File: src/rtl/enable_seq_pkg.sv
// rtl/enable_seq_pkg.sv - shared types, error codes and pattern helper for the enable sequence monitor
// Purpose: FSM state encoding, err_code values and the legal enable pattern
//          for each stage, shared by the top and the stage decoder.
// Ports:   none (package).
package enable_seq_pkg;

    typedef enum logic [1:0] {
        IDLE   = 2'd0,
        ACTIVE = 2'd1,
        ERROR  = 2'd2,
        RESYNC = 2'd3
    } state_t;

    localparam logic [1:0] ERR_NONE    = 2'd0;
    localparam logic [1:0] ERR_ILLEGAL = 2'd1;
    localparam logic [1:0] ERR_SKIP    = 2'd2;
    localparam logic [1:0] ERR_TIMEOUT = 2'd3;

    // Stage k keeps enables k-1 and above open; stage 0 is all gates closed.
    // The result is right-aligned in 8 bits; callers truncate to their width.
    function automatic logic [7:0] stage_pattern(input int stages, input int k);
        logic [7:0] mask;
        mask = 8'hFF >> (8 - stages);
        if (k == 0) begin
            return 8'h00;
        end
        return (8'hFF << (k - 1)) & mask;
    endfunction

endpackage

File: src/rtl/enable_seq_monitor_if.sv
// rtl/enable_seq_monitor_if.sv - observed enable vector plus monitor status bundle
// Purpose: groups the monitored enable vector, the error-clear request and
//          all status outputs of enable_seq_monitor.
// Ports:   ena_in, clr_err (driven by master); stage_o, busy, done, err,
//          err_code, seq_cnt (driven by slave, the monitor).
interface enable_seq_monitor_if #(
    parameter int STAGES = 4,
    parameter int CW     = 8
);
    logic [STAGES-1:0] ena_in;
    logic              clr_err;
    logic [2:0]        stage_o;
    logic              busy;
    logic              done;
    logic              err;
    logic [1:0]        err_code;
    logic [CW-1:0]     seq_cnt;

    modport master (
        output ena_in, clr_err,
        input  stage_o, busy, done, err, err_code, seq_cnt
    );

    modport slave (
        input  ena_in, clr_err,
        output stage_o, busy, done, err, err_code, seq_cnt
    );
endinterface

File: src/rtl/enable_stage_decoder.sv
// rtl/enable_stage_decoder.sv - combinational enable-vector to stage decoder
// Purpose: maps a registered enable vector to its stage number and flags
//          vectors that match no legal stage pattern.
// Ports:   ena (in, STAGES) vector; stage (out, 3) decoded stage, 0 when
//          illegal; legal (out, 1) vector matches a stage pattern.
module enable_stage_decoder
    import enable_seq_pkg::*;
#(
    parameter int STAGES = 4
) (
    input  logic [STAGES-1:0] ena,
    output logic [2:0]        stage,
    output logic              legal
);

    always_comb begin
        stage = 3'd0;
        legal = 1'b0;
        for (int k = 0; k <= STAGES; k++) begin
            if (ena == STAGES'(stage_pattern(STAGES, k))) begin
                stage = 3'(k);
                legal = 1'b1;
            end
        end
    end

endmodule

File: src/rtl/enable_seq_monitor.sv
// rtl/enable_seq_monitor.sv - staggered-enable protocol checker and sequence counter
// Purpose: registers the enable vector, checks each decoded stage against the
//          stored stage, counts completed open/close sequences and latches
//          protocol errors until cleared.
// Ports:   clk, rst (sync, active high); bus (slave modport): ena_in, clr_err
//          in; stage_o, busy, done, err, err_code, seq_cnt out.
module enable_seq_monitor
    import enable_seq_pkg::*;
#(
    parameter int STAGES  = 4,
    parameter int TIMEOUT = 16,
    parameter int CW      = 8
) (
    input  logic                  clk,
    input  logic                  rst,
    enable_seq_monitor_if.slave   bus
);

    // Dwell must be able to reach TIMEOUT; it saturates so a disabled
    // timeout never wraps into a false match.
    localparam int             DW          = $clog2(TIMEOUT + 2);
    localparam logic [DW-1:0]  DWELL_LIMIT = DW'(TIMEOUT);
    localparam logic [DW-1:0]  DWELL_MAX   = '1;
    localparam logic [2:0]     LAST        = 3'(STAGES);

    state_t            state, state_n;
    logic [STAGES-1:0] ena_q;
    logic [2:0]        stage_q, stage_n;
    logic [DW-1:0]     dwell_q, dwell_n;
    logic [CW-1:0]     cnt_q, cnt_n;
    logic [1:0]        code_q, code_n;
    logic              done_q, done_n;
    logic              busy_q, err_q;

    logic [2:0]        dec_stage;
    logic              dec_legal;
    logic              step_ok, hold_nz, timeout_hit;

    enable_stage_decoder #(.STAGES(STAGES)) u_dec (
        .ena   (ena_q),
        .stage (dec_stage),
        .legal (dec_legal)
    );

    // s+1 covers both 0->1 and the middle advances; only the last stage may
    // fall back to 0.
    assign step_ok = (dec_stage == stage_q)
                  || (stage_q != LAST && dec_stage == stage_q + 3'd1)
                  || (stage_q == LAST && dec_stage == 3'd0);
    assign hold_nz     = (dec_stage == stage_q) && (dec_stage != 3'd0);
    assign timeout_hit = (TIMEOUT != 0) && hold_nz && (dwell_q == DWELL_LIMIT);

    always_comb begin
        state_n = state;
        stage_n = stage_q;
        dwell_n = dwell_q;
        cnt_n   = cnt_q;
        code_n  = code_q;
        done_n  = 1'b0;
        case (state)
            IDLE, ACTIVE: begin
                if (!dec_legal) begin
                    state_n = ERROR;
                    code_n  = ERR_ILLEGAL;
                    dwell_n = '0;
                end else if (!step_ok) begin
                    state_n = ERROR;
                    code_n  = ERR_SKIP;
                    dwell_n = '0;
                end else if (timeout_hit) begin
                    state_n = ERROR;
                    code_n  = ERR_TIMEOUT;
                    dwell_n = '0;
                end else begin
                    stage_n = dec_stage;
                    state_n = (dec_stage == 3'd0) ? IDLE : ACTIVE;
                    if (hold_nz) begin
                        dwell_n = (dwell_q == DWELL_MAX) ? dwell_q : dwell_q + 1'b1;
                    end else begin
                        dwell_n = (dec_stage != 3'd0) ? DW'(1) : '0;
                    end
                    if (stage_q == LAST && dec_stage == 3'd0) begin
                        done_n = 1'b1;
                        cnt_n  = cnt_q + 1'b1;
                    end
                end
            end
            ERROR: begin
                if (bus.clr_err) begin
                    state_n = RESYNC;
                    code_n  = ERR_NONE;
                    stage_n = 3'd0;
                    dwell_n = '0;
                end
            end
            RESYNC: begin
                if (dec_legal && dec_stage == 3'd0) begin
                    state_n = IDLE;
                end
            end
            default: state_n = IDLE;
        endcase
    end

    always_ff @(posedge clk) begin
        if (rst) begin
            state   <= IDLE;
            ena_q   <= '0;
            stage_q <= 3'd0;
            dwell_q <= '0;
            cnt_q   <= '0;
            code_q  <= ERR_NONE;
            done_q  <= 1'b0;
            busy_q  <= 1'b0;
            err_q   <= 1'b0;
        end else begin
            state   <= state_n;
            ena_q   <= bus.ena_in;
            stage_q <= stage_n;
            dwell_q <= dwell_n;
            cnt_q   <= cnt_n;
            code_q  <= code_n;
            done_q  <= done_n;
            busy_q  <= (state_n == ACTIVE);
            err_q   <= (state_n == ERROR);
        end
    end

    assign bus.stage_o  = stage_q;
    assign bus.busy     = busy_q;
    assign bus.done     = done_q;
    assign bus.err      = err_q;
    assign bus.err_code = code_q;
    assign bus.seq_cnt  = cnt_q;

endmodule
File: src/flat_wrapper.sv
// flat-port wrapper written by rule: the top's interface ports become plain ports
module enable_seq_monitor_flat import enable_seq_pkg::*;
#(
    parameter int STAGES  = 4,
    parameter int TIMEOUT = 16,
    parameter int CW      = 8
)
  (clk, rst, bus_ena_in, bus_clr_err, bus_stage_o, bus_busy, bus_done, bus_err, bus_err_code, bus_seq_cnt);
  enable_seq_monitor_if #(.STAGES(STAGES), .CW(CW)) bus_i ();
  input  logic clk;
  input  logic rst;
  input wire logic [$bits(bus_i.ena_in)-1:0] bus_ena_in;
  input wire logic [$bits(bus_i.clr_err)-1:0] bus_clr_err;
  output wire logic [$bits(bus_i.stage_o)-1:0] bus_stage_o;
  output wire logic [$bits(bus_i.busy)-1:0] bus_busy;
  output wire logic [$bits(bus_i.done)-1:0] bus_done;
  output wire logic [$bits(bus_i.err)-1:0] bus_err;
  output wire logic [$bits(bus_i.err_code)-1:0] bus_err_code;
  output wire logic [$bits(bus_i.seq_cnt)-1:0] bus_seq_cnt;
  assign bus_i.ena_in = bus_ena_in;
  assign bus_i.clr_err = bus_clr_err;
  assign bus_stage_o = bus_i.stage_o;
  assign bus_busy = bus_i.busy;
  assign bus_done = bus_i.done;
  assign bus_err = bus_i.err;
  assign bus_err_code = bus_i.err_code;
  assign bus_seq_cnt = bus_i.seq_cnt;
  enable_seq_monitor #(.STAGES(STAGES), .TIMEOUT(TIMEOUT), .CW(CW)) u_core (.clk(clk), .rst(rst), .bus(bus_i));
endmodule
File: config.mk
export PLATFORM = sky130hd
export DESIGN_NAME = enable_seq_monitor_flat
export DESIGN_NICKNAME = d
export VERILOG_FILES = /design/src/rtl/enable_seq_pkg.sv /design/src/rtl/enable_seq_monitor_if.sv /design/src/rtl/enable_stage_decoder.sv /design/src/rtl/enable_seq_monitor.sv /design/src/flat_wrapper.sv
export SDC_FILE = /design/constraint.sdc
export NUM_CORES = 1
export LEC_CHECK = 0
export ABC_AREA = 0
export CAP_MARGIN = 5
export CORE_MARGIN = 3
export CORE_UTILIZATION = 56
export CTS_BUF_LIST = sky130_fd_sc_hd__clkbuf_4
export CTS_CLUSTER_DIAMETER = 80
export CTS_CLUSTER_SIZE = 24
export DETAILED_ROUTE_END_ITERATION = 7
export PLACE_DENSITY_LB_ADDON = 0.1
export SKIP_CTS_REPAIR_TIMING = 1
export SLEW_MARGIN = 20
export SYNTH_ARGS = -nofsm -noshare
export SYNTH_HDL_FRONTEND = slang
export SYNTH_SLANG_ARGS = --single-unit
File: constraint.sdc
create_clock -name clk -period 2.6 [get_ports clk]
set_input_delay 0.52 -clock clk [delete_from_list [all_inputs] [get_ports clk]]
set_output_delay 0.52 -clock clk [all_outputs]
set_load 0.02 [all_outputs]
Word level (Yosys, flattened, before mapping)
Cells that the tools add are included.
- muxes and demuxes: 35
- reductions and logical operators: 18
- $add $sub $neg: 3
- eq/ne operators: 21
- bitwise gates (word level): 4
- operators by type and width (kind ; number):
    $mux 5 ; 6
    $mux 3 ; 7
    $mux 2 ; 9
    $eq 4x4->1 const B ; 4
    $eq 5x5->1 const B ; 2
    $pmux 5 s2 ; 1
    $reduce_and 5->1 ; 2
    $mux 1 ; 9
    $add 8x1->8 const B ; 1
    $eq 2x2->1 const B ; 3
    $eq 3x3->1 ; 2
    $ne 6x6->1 const B ; 1
    $pmux 2 s3 ; 1
    $pmux 3 s2 ; 1
    $reduce_and 3->1 ; 2
    $add 5x1->5 const B ; 1
    $logic_and 1x1->1 ; 5
    $reduce_or 5->1 ; 1
    $eq 2x1->1 const B ; 2
    $logic_not 4->1 ; 1
    $ne 2x1->1 const B ; 2
    $ne 2x2->1 const B ; 2
    $ne 4x4->1 const B ; 1
    $not 1->1 ; 4
    other kinds (10) ; 11
- output and inout port bits: 16
- register bits after elaboration: 27
- input port bits: 7

Logic depth before layout (Yosys ltp)
- word-level depth: 13
- gate-level depth with buffers: 9
- mapped depth without buffers: 8

Modules after synthesis
Synthesis repeated with hierarchy kept, for this count alone.
- cells, all modules: 159
- area total of the unflattened synthesis: 1458.9 µm²
- by module, submodules not included (module ; seq. area each (µm²) ; area an instance (µm²) ; cells an instance ; instances):
    enable_seq_monitor ; 540.5 ; 1381.3 ; 150 ; 1
    enable_stage_decoder ; 0.0 ; 77.6 ; 9 ; 1

Worst setup path after synthesis
OpenSTA, ideal clock, no wires.
- path type: register to register
- from: reg u_core.stage_q[1], in the netlist u_core.bus.stage_o[1]
- to: reg u_core.stage_q[0], in the netlist u_core.bus.stage_o[0]
- setup slack: 620 ps
- path buffers: 1
- library setup time: 72 ps
- arrival: 1908 ps
- data required time: 2528 ps
- period minus slack after synthesis: 1980 ps
- cell stages (with the launch flop): 10
- path through: dfxtp_1 inv_1 ha_1 a21boi_0 mux2i_1 a211o_1 nand3_2 nor2b_2 buf_6 mux2i_1
- cells in the longest elaborated chain, start to end: 7
- elaborated cells between the ends (all ways): 14
- ends and longest elaborated chain (what ; RTL line ; RTL):
    start, declared ; enable_seq_monitor.sv:28 ; logic [2:0] stage_q, stage_n;
    start signal, assigned ; enable_seq_monitor.sv:119 ; stage_q <= stage_n;
    $add 3x1->3 ; enable_seq_monitor.sv:48 ; || (stage_q != LAST && dec_stage == stage_q + 3'd1)
    $eq 3x3->1 ; enable_seq_monitor.sv:48 ;
    $logic_and 1x1->1 ; enable_seq_monitor.sv:48 ;
    $logic_or 1x1->1 ; enable_seq_monitor.sv:48 ;
    $logic_or 1x1->1 ; enable_seq_monitor.sv:49 ; || (stage_q == LAST && dec_stage == 3'd0);
    $ne 2x1->1 (no source line) ; -- ;
    $reduce_and 5->1 (no source line) * ; -- ;
Mark *: on every way between the ends. The rest lies on a longest branch, timed or not.
A chain may end at the register's enable or synchronous reset.

Final worst setup path
- from: reg u_core.ena_q[3]
- to: reg u_core.stage_q[1], in the netlist u_core.bus.stage_o[1]
- cells in the longest elaborated chain, start to end: 11
- elaborated cells between the ends (all ways): 32
- ends and longest elaborated chain (what ; RTL line ; RTL):
    start, declared ; enable_seq_monitor.sv:27 ; logic [STAGES-1:0] ena_q;
    start signal, assigned ; enable_seq_monitor.sv:118 ; ena_q <= bus.ena_in;
    $eq 4x4->1 ; enable_stage_decoder.sv:20 ; if (ena == STAGES'(stage_pattern(STAGES, k))) begin
    $mux 1 ; enable_stage_decoder.sv:20 ;
    $mux 3 (3 in a row) ; enable_stage_decoder.sv:20 ;
    $eq 3x3->1 ; enable_seq_monitor.sv:48 ;
    $logic_and 1x1->1 ; enable_seq_monitor.sv:48 ;
    $logic_or 1x1->1 ; enable_seq_monitor.sv:48 ;
    $logic_or 1x1->1 ; enable_seq_monitor.sv:49 ;
    $ne 2x1->1 (no source line) ; -- ;
    $reduce_and 5->1 (no source line) ; -- ;
Several ways; a longest one is shown, not always the timed one. The select of a mux whose other input is x is not followed.

==> run_results.csv <==
group,metric,value,unit
status,run_status,"complete, no violations",
logic_synthesis,count_of_mapped_cells_out_of_synthesis,175,
logic_synthesis,netlist_top_cells_area,"sky130_fd_sc_hd__dfxtp_1 34%, sky130_fd_sc_hd__ha_1 4.8%, sky130_fd_sc_hd__xor2_1 3.9%, sky130_fd_sc_hd__nor2_1 3.6%, sky130_fd_sc_hd__mux2i_1 3.2%",
logic_synthesis,ys_dominant_reg_cell,"sky130_fd_sc_hd__dfxtp_1",
logic_synthesis,post_synth.cell_area_avg,8.99,um^2
sta,worst_slew_margin_rel,63.4,%
detailed_routing,drt.antenna.violating_nets,0,
placed_design,finalWeightedCongestion,0.907,
critical_path,critPathRequiredTime,2.87,ns
sta,timing.final.max_slew_violations,0,
logic_synthesis,mapped_area,1570,um^2
placed_design,dp_slack,0.423,ns
sta,clock.fmax,451,MHz
layout,n_antenna_cell,0,
critical_path,setup.reg_to_reg.worst_slack,0.38,ns
sta,worst_slack,0.385,ns
power,power_per_cell_area,417,nW/um^2
sta,final.setup.tns,0,ns
sta,fin_skew,0.00146,ns
layout,drive_above_1_share,8.25,%
sta,final-setup-viol-count,0,
clock_tree,h-tree-depth,1,
global_route,groute.usage.overall,18.9,%
floorplan,dieHeight,59.0,um
logic_synthesis,yosysSeqAreaShare,34.4,%
layout,most_common_library_cell_in_the_layout_ignoring_fill_and_taps,"sky130_fd_sc_hd__dfxtp_1",
floorplan,floorplan.core_area,2570,um^2
global_route,grt_remaining_overflow,0,
floorplan,ioPinCount,23,
worst_hold_path,worst_hold_path.endpoint,"u_core.bus.err_code[0]",
layout,layout.nets,208,
power,power.static_leakage,0.662,nW
critical_path,worstPathArrival,2.48,ns
logic_synthesis,asyncSetResetFlopFracSynth,0,%
logic_synthesis,number_of_synthesized_flops_with_an_enable_pin,0,
critical_path,cp-start-kind,"flop",
sta,timing.final.crit_period,2.22,ns
detailed_routing,dr_total_vias,1306,
clock_tree,cts.clk_slew.worst_paths,0.15,ns
sta,timing_hold_violations_final,0,
global_route,antenna_found_initial,0,
detailed_routing,routedWlPerCell,13.5,um
layout,fin_area,1820,um^2
layout,area_growth,15.4,%
sta,setup_repair_after_global_routing_missed_its_margin,"no",
detailed_routing,drt-vias-per-instance,5.83,
floorplan,die_x_extent,59.0,um
detailed_routing,route.final.wire_length,3020,um
layout,fin_util,70.7,%
critical_path,timing.setup.critical_path_class,"reg -> reg",
clock_tree,numCtsBuffers,3,
critical_path,regToRegStartpoint,"u_core.ena_q[3]",
worst_hold_path,min_delay_src,"u_core.bus.err_code[0]",
power,vdd.ir_drop.worst,344,uV
critical_path,timing.reg2reg.worst_path_depth,6,
critical_path,setup.worst_path.end_class,"flop",
placed_design,buffer_ports.inserted,22,
detailed_routing,drt_iter0_markers,41,
clock_tree,clock_tree_from_tritoncts,"done",
logic_synthesis,synth.yosys.warnings,0,
critical_path,critical_path_peak_fanout,11,
clock_tree,cts_root_buf,"sky130_fd_sc_hd__clkbuf_4",
layout,top_library_cells_by_usage_in_the_layout_fill_and_taps_aside,"27 x sky130_fd_sc_hd__dfxtp_1, 22 x sky130_fd_sc_hd__clkdlybuf4s50_1, 15 x sky130_fd_sc_hd__nor2_1",
floorplan,start_util,61.3,%
floorplan,placement_rows,18,
logic_synthesis,synthDistinctLibCells,49,
power,power,0.756,mW
global_route,grt_pass1_vias,1205,
placed_design,hpwl,2260,um
detailed_routing,drc_errors,0,
global_route,grt_first_pass_wirelength,5200,um
floorplan,dieArea,3480,um^2
logic_synthesis,post-synth-top-area-cell,"sky130_fd_sc_hd__dfxtp_1",
clock_tree,cts_sinks,27,
job,max-cap-violations,0,
global_route,grt_start_max_net_pins,16,
logic_synthesis,synth.ff_latch_count,27,
layout,finish.cell_count_without_fillers,224,
sta,fin_worst_hold_slack,0.490,ns
critical_path,r2r-end,"u_core.bus.stage_o[1]",
detailed_routing,first_drt_pass_iteration_count,4,
clock_tree,clk_path_buf_depth,2,
clock_tree,clk-insertion-delay-late,0.33,ns
logic_synthesis,post-synth-top-area-fraction,34.4,%
worst_hold_path,worstHoldPathCells,2,
sta,tightestPinTransition,0.547,ns
sta,fin_crit_sh,85.2,%
placed_design,placed_cells,220,
worst_hold_path,worstHoldPathType,"reg -> reg",
logic_synthesis,synth.net_count,188,
placed_design,placed_cell_area,1790,um^2
-- flip-flops by register name, summed over array words and instances, names as in the netlist --
| name | count |
|---|---|
| u_core.bus.stage_o | 3 |
| u_core.bus.busy | 1 |
| u_core.bus.done | 1 |
| u_core.dwell_q | 5 |
| u_core.ena_q | 4 |
| u_core.state | 2 |
| u_core.bus.seq_cnt | 8 |
| u_core.bus.err | 1 |
| u_core.bus.err_code | 2 |
-- cells by family after synthesis --
group	share of synthesized area, %
AND/OR/NAND/NOR	29.9
AO/OA/AOI/OAI	16.4
flip-flops	34.4
buffers and inverters	5.81
XOR/XNOR	5.57
adder cells (fa/ha/maj)	4.77
multiplexers	3.18
-- worst max-delay path, cell delays in order, from the launching register on --
cell,delay (ns)
sky130_fd_sc_hd__dfxtp_1,0.58
sky130_fd_sc_hd__nand2_1,0.14
sky130_fd_sc_hd__or3_1,0.39
sky130_fd_sc_hd__a211o_1,0.35
sky130_fd_sc_hd__nand3_2,0.09
sky130_fd_sc_hd__nor2b_2,0.36
sky130_fd_sc_hd__mux2i_1,0.24
-- area by class of cell --
class | count | area, um^2
inverter | 9 | 33.8
multi-input combinational | 130 | 941
tap | 30 | 37.5
clock buffer | 3 | 22.5
clock inverter | 1 | 5.00
timing repair buffer | 24 | 235
sequential | 27 | 541
fill | 226 | 752
-- where the power goes --
group / total (mW) / internal (mW) / switching [mW] / leakage, nW
combinational: 0.125 / 0.0588 / 0.0658 / 0.424
clock: 0.187 / 0.0578 / 0.129 / 0.0177
sequential: 0.445 / 0.426 / 0.0186 / 0.220
-- routing by layer --
layer  GRT usage (%)  wire (um)
met1            25.2       1450
met2            31.5       1430
met3            3.27        110
met4            4.85         28
met5               0          0
-- synthesized netlist by cell type, drive strengths merged (2+ instances only) --
cell,n
a211oi,2
and3,4
xnor2,3
dfxtp,27
clkbuf,4
mux2i,5
ha,6
nand3b,5
o21ai,6
nand3,3
nand2,12
o211ai,2
nand2b,7
nor4,3
a31oi,2
a21boi,2
xor2,7
or3,3
a32oi,2
a21oi,9
nor3,6
nor2,15
nand4,5
buf,5
nor2b,6
inv,9
-- worst max-delay path by stage --
stage,slack (ns),to,cells past startpoint,from
after global routing,0.22,u_core.bus.stage_o[1],8,u_core.bus.stage_o[1]
after floorplan,0.62,u_core.bus.stage_o[0],9,u_core.bus.stage_o[1]
after global placement,0.52,u_core.bus.stage_o[1],8,u_core.bus.stage_o[1]
after CTS,0.39,u_core.bus.stage_o[1],6,u_core.ena_q[3]
final,0.38,u_core.bus.stage_o[1],6,u_core.ena_q[3]
after detailed placement,0.42,u_core.bus.stage_o[1],6,u_core.ena_q[3]
No activity file was read; power rests on OpenSTA's default activity.
